[src/rtl/if_stage.sv]
// Instruction-fetch stage: program counter, instruction-memory address and IF/ID register.
// Optional IF_STAGE_PERF_CNT_EN adds saturating stall/flush event counters.
module if_stage #(
  parameter int              ADDR_W    = 16,
  parameter logic [ADDR_W-1:0] RESET_PC = '0,
  parameter logic [18:0]     NOP_INSTR = 19'd0
) (
  input  logic              clk,
  input  logic              rst,
  input  logic              PCwrite,
  input  logic              IF_IDwrite,
  input  logic              branch_taken,
  input  logic [ADDR_W-1:0] branch_target,
  output logic [ADDR_W-1:0] imem_addr,
  input  logic [18:0]       imem_data,
  output logic [18:0]       IF_ID_instr,
  output logic [ADDR_W-1:0] IF_ID_pc,
  output logic              IF_ID_valid,
  output logic [2:0]        IF_rs,
  output logic [2:0]        IF_rt,
  output logic [1:0]        fetch_state
`ifdef IF_STAGE_PERF_CNT_EN
  ,
  output logic [15:0]       stall_cnt,
  output logic [15:0]       flush_cnt
`endif
);

  typedef enum logic [1:0] {
    BOOT  = 2'd0,
    RUN   = 2'd1,
    STALL = 2'd2,
    FLUSH = 2'd3
  } state_t;

  state_t            state_reg;
  logic [ADDR_W-1:0] pc_reg, pc_next, pc_inc;
  logic [18:0]       instr_reg, instr_next;
  logic [ADDR_W-1:0] ifid_pc_reg, ifid_pc_next;
  logic              valid_reg, valid_next;

  assign pc_inc = pc_reg + 1'b1;

  always_comb begin
    pc_next = pc_reg;
    if (branch_taken)
      pc_next = branch_target;
    else if (PCwrite && (state_reg != BOOT))
      pc_next = pc_inc;
  end

  // A taken branch squashes the wrong-path instruction regardless of the stall enables.
  always_comb begin
    instr_next   = instr_reg;
    ifid_pc_next = ifid_pc_reg;
    valid_next   = valid_reg;
    if (branch_taken) begin
      instr_next   = NOP_INSTR;
      ifid_pc_next = '0;
      valid_next   = 1'b0;
    end else if (IF_IDwrite && (state_reg != BOOT)) begin
      instr_next   = imem_data;
      ifid_pc_next = pc_inc;
      valid_next   = 1'b1;
    end
  end

  always_ff @(posedge clk or posedge rst) begin
    if (rst) begin
      state_reg   <= BOOT;
      pc_reg      <= RESET_PC;
      instr_reg   <= NOP_INSTR;
      ifid_pc_reg <= '0;
      valid_reg   <= 1'b0;
    end else begin
      pc_reg      <= pc_next;
      instr_reg   <= instr_next;
      ifid_pc_reg <= ifid_pc_next;
      valid_reg   <= valid_next;
      if (branch_taken) begin
        state_reg <= FLUSH;
      end else begin
        case (state_reg)
          BOOT:    state_reg <= RUN;
          RUN:     state_reg <= (!PCwrite && !IF_IDwrite) ? STALL : RUN;
          STALL:   state_reg <= (PCwrite || IF_IDwrite) ? RUN : STALL;
          default: state_reg <= RUN;
        endcase
      end
    end
  end

  assign imem_addr   = pc_reg;
  assign IF_ID_instr = instr_reg;
  assign IF_ID_pc    = ifid_pc_reg;
  assign IF_ID_valid = valid_reg;
  assign fetch_state = state_reg;

  // Register-specifier fields handed back to hazard detection.
  for (genvar gi = 0; gi < 3; gi++) begin : g_fields
    assign IF_rs[gi] = instr_reg[11+gi];
    assign IF_rt[gi] = instr_reg[8+gi];
  end

`ifdef IF_STAGE_PERF_CNT_EN
  logic [15:0] stall_cnt_reg, flush_cnt_reg;

  always_ff @(posedge clk or posedge rst) begin
    if (rst) begin
      stall_cnt_reg <= 16'd0;
      flush_cnt_reg <= 16'd0;
    end else begin
      if ((state_reg == STALL) && (stall_cnt_reg != 16'hFFFF))
        stall_cnt_reg <= stall_cnt_reg + 16'd1;
      if (branch_taken && (flush_cnt_reg != 16'hFFFF))
        flush_cnt_reg <= flush_cnt_reg + 16'd1;
    end
  end

  assign stall_cnt = stall_cnt_reg;
  assign flush_cnt = flush_cnt_reg;
`endif

endmodule
[config.mk]
export PLATFORM = sky130hd
export DESIGN_NAME = if_stage
export DESIGN_NICKNAME = d
export VERILOG_FILES = /design/src/rtl/if_stage.sv
export SDC_FILE = /design/constraint.sdc
export NUM_CORES = 1
export LEC_CHECK = 0
export ABC_AREA = 1
export CAP_MARGIN = 10
export CORE_ASPECT_RATIO = 0.9
export CORE_MARGIN = 2
export CORE_UTILIZATION = 35
export DETAILED_ROUTE_END_ITERATION = 8
export PLACE_DENSITY = 0.65
export RECOVER_POWER = 25
export REMOVE_ABC_BUFFERS = 1
export SLEW_MARGIN = 20
export SYNTH_ARGS = -nofsm -noshare
export SYNTH_HDL_FRONTEND = slang
export SYNTH_SLANG_ARGS = --single-unit
[constraint.sdc]
create_clock -name clk -period 2.25 [get_ports clk]
set_input_delay 0.675 -clock clk [delete_from_list [all_inputs] [get_ports clk]]
set_output_delay 0.675 -clock clk [all_outputs]
set_load 0.01 [all_outputs]
==> impl_metrics.py <==
metrics = {
    "cts": {
        "cts-resized-gates": 0,
        "cts-root-buf": "clkbuf_8",
        "cts-hold-fix-buffers": 0,
        "numCtsBuffers": 5,
        "clk_path_buf_depth": 2,
        "post_cts_buffers": 0,
        "h-tree-depth": 2,
        "cts_sinks": 54,
        "cts_tree": "done",
        "clk_latency_ns": 0.30,
        "path_clk_slew_ns": 0.09,
    },
    "sta": {
        "finalSetupViolations": 0,
        "slew_violations": 0,
        "clock.fmax_ghz": 0.493,
        "min_period_ns": 2.03,
        "min_period_over_period_pct": 90.1,
        "grt_setup_unrepaired": "false",
        "maxSlewHeadroom_pct": 47.7,
        "tightest_slew_ns": 0.784,
        "fin_skew_ns": 0.00317,
        "hold_ws_ns": 0.479,
        "fin_ws_ns": 0.222,
        "setup-tns-final_ns": 0,
        "final_hold_viol_count": 0,
    },
    "logic_synthesis": {
        "seq_area_frac_synth_pct": 49.2,
        "syn_area_sq_um": 2750,
        "postSynthCellCount": 350,
        "ys_warn_count": 0,
        "yosysTopAreaCellShare_pct": 49.2,
        "netlist_top_cells_area": "dfrtp_1, nand2_1, nand3_1",
        "avgSynthCellArea_sq_um": 7.84,
        "yosys.area.top_type": "dfrtp_1",
        "synth_cell_types": 25,
        "ys_ff_latch": 54,
    },
    "placement": {
        "hpwl_mm": 5.46,
        "io_buffers": 99,
        "pre_cts_ws_ns": 0.140,
        "gp_congestion": 0.852,
    },
    "global_routing": {
        "gr-total-overflow": 0,
        "antenna_found_initial": 0,
        "grt_use_total_pct": 17.2,
        "grt_max_degree": 23,
        "grt_pass1_vias": 2559,
        "grt_pass1_wl_mm": 11.9,
    },
    "die": {
        "die_h_um": 88.0,
        "start_util_pct": 36.2,
        "rows": 30,
        "die_area_sq_um": 8570,
        "num_io_pins": 100,
        "die_w_um": 97.4,
        "core_region_area_sq_um": 7580,
    },
    "critical_path": {
        "worst-setup-path-type": "reg -> out",
        "cp_num_buf_inv": 1,
        "path_cells": "clkdlybuf4s50_1",
        "worstPathMaxFanout": 5,
        "crit_start": "imem_addr[6]$_DFFE_PP0P_",
        "critical_path.slowest_cell": "clkdlybuf4s50_1",
        "rr_startpoint": "fetch_state[0]$_DFF_PP0_",
        "critPathArrivalTime_ns": 1.35,
        "cpLargestDelayFamily": "buffers and inverters",
        "max_stage_delay_ns": 0.58,
        "required_ns": 1.57,
        "cp-end-kind": "primary output",
        "critPathLaunchType": "flop",
    },
    "drt": {
        "wl_met2_mm": 3.33,
        "wl_met3_um": 453,
        "m1WireLength_mm": 3.36,
        "via_per_inst": 4.70,
        "route.top_layer_used": "met4",
        "first_pass_iters": 4,
        "ant_nets": 0,
        "drt-initial-drc-count": 122,
        "vias": 2540,
        "routedWlPerCell_um": 13.3,
        "drt_wl_total_mm": 7.21,
        "drcViolationCount": 0,
    },
    "flow_run": {
        "drv_cap": 0,
    },
    "worst_hold_path": {
        "min-delay-path-class": "reg -> reg",
        "min_from": "IF_ID_pc[0]$_DFFE_PP0P_",
    },
    "pwr": {
        "vdd_ir_drop_max_uv": 196,
        "power_uw": 2360,
        "combPwrFrac_pct": 27.3,
        "p_sw_share_pct": 30.1,
        "p_int_uw": 1650,
        "p_switching_uw": 710,
        "p_leak_uw": 0.00189,
        "power_density_nw_per_um2": 601,
        "pwr-share-clk_pct": 23.5,
        "p_seq_share_pct": 49.2,
    },
    "finish": {
        "fill_cells": 715,
        "layout_common_cells": "nand2_1, clkdlybuf4s50_1, dfrtp_1",
        "regArea_sq_um": 1350,
        "nets": 488,
        "drive_above_1_share_pct": 7.19,
        "final_common_cell": "nand2_1",
        "multi_input_area_sq_um": 1150,
        "num_antenna_cells": 0,
        "layout-area-overhead-vs-synth_pct": 42.7,
    },
    "run_status": {
        "status": "completed",
    },
}
area by class of cell:
type | instances | share of cell area (%)
clock buffer | 7 | 2.20
clock inverter | 1 | 0.128
inverter | 34 | 3.26
multi-input combinational | 242 | 29.4
sequential | 54 | 34.5
tap | 96 | 3.07
timing repair buffer | 107 | 27.4
through the flow:
| step | std cells | cell area [sq um] | util [%] |
|---|---|---|---|
| 2_1_floorplan | 330 | 2630 | - |
| 3_3_place_gp | 533 | 3830 | 50.6 |
| 3_5_place_dp | 533 | 3830 | 50.6 |
| 4_1_cts | 541 | 3930 | 51.8 |
| 5_1_grt | 541 | 3920 | 51.7 |
| 6_report | 541 | 3920 | 51.7 |
cells in the mapped netlist, drive strengths merged:
cell / instances
a21oi: 3
buf: 15
clkbuf: 5
dfrtp: 54
ha: 4
inv: 34
nand2: 129
nand3: 47
nand4: 9
nor2: 20
o211ai: 3
o21ai: 21
o21bai: 2
o31ai: 1
or2: 1
xor2: 2
layer usage:
metal	up-vias	global-route usage, %
li1	1298	-
met1	1161	22.9
met2	75	28.2
met3	6	4.55
met4	0	4.92
met5	-	0
final timing paths:
path / endpoint / slack (ns) / cells after the start
setup / recovery: imem_addr[6] / 0.22 / 1
hold / removal: IF_ID_pc[0]$_DFFE_PP0P_ / 0.48 / 2
setup reg to reg: IF_ID_instr[14]$_DFFE_PP0P_ / 0.51 / 6
hold reg to reg: IF_ID_pc[0]$_DFFE_PP0P_ / 0.48 / 2
max in group asynchronous: imem_addr[12]$_DFFE_PP0P_ / 0.44 / 3
min in group asynchronous: IF_ID_instr[7]$_DFFE_PP0P_ / 0.96 / 2
state kept, by name (all words and copies together), names as in the netlist:
signal	cells
imem_addr	16
IF_ID_instr	19
fetch_state	2
IF_ID_pc	16
IF_ID_valid	1
cell families (layout without fill, tap and decap cells):
group / count (synthesis) / in the layout / synth area share, %
and+or+nand+nor: 206 / 206 / 33.3
DFF: 54 / 54 / 49.2
buffers and inverters: 54 / 149 / 8.71
AOI/OAI and AO/OA: 30 / 30 / 6.29
adders and majority gates: 4 / 4 / 1.82
xor gates and xnor gates: 2 / 2 / 0.638
power by group through the flow:
stage | Sequential (uW) | Clock [uW] | Combinational, uW
after floorplan | 1210 | 0 | 234
after global placement | 1180 | 0 | 642
after detailed placement | 1180 | 0 | 653
after CTS | 1160 | 572 | 654
after global routing | 1170 | 606 | 714
final | 1160 | 554 | 642
Power figures use the tool's default switching activity.
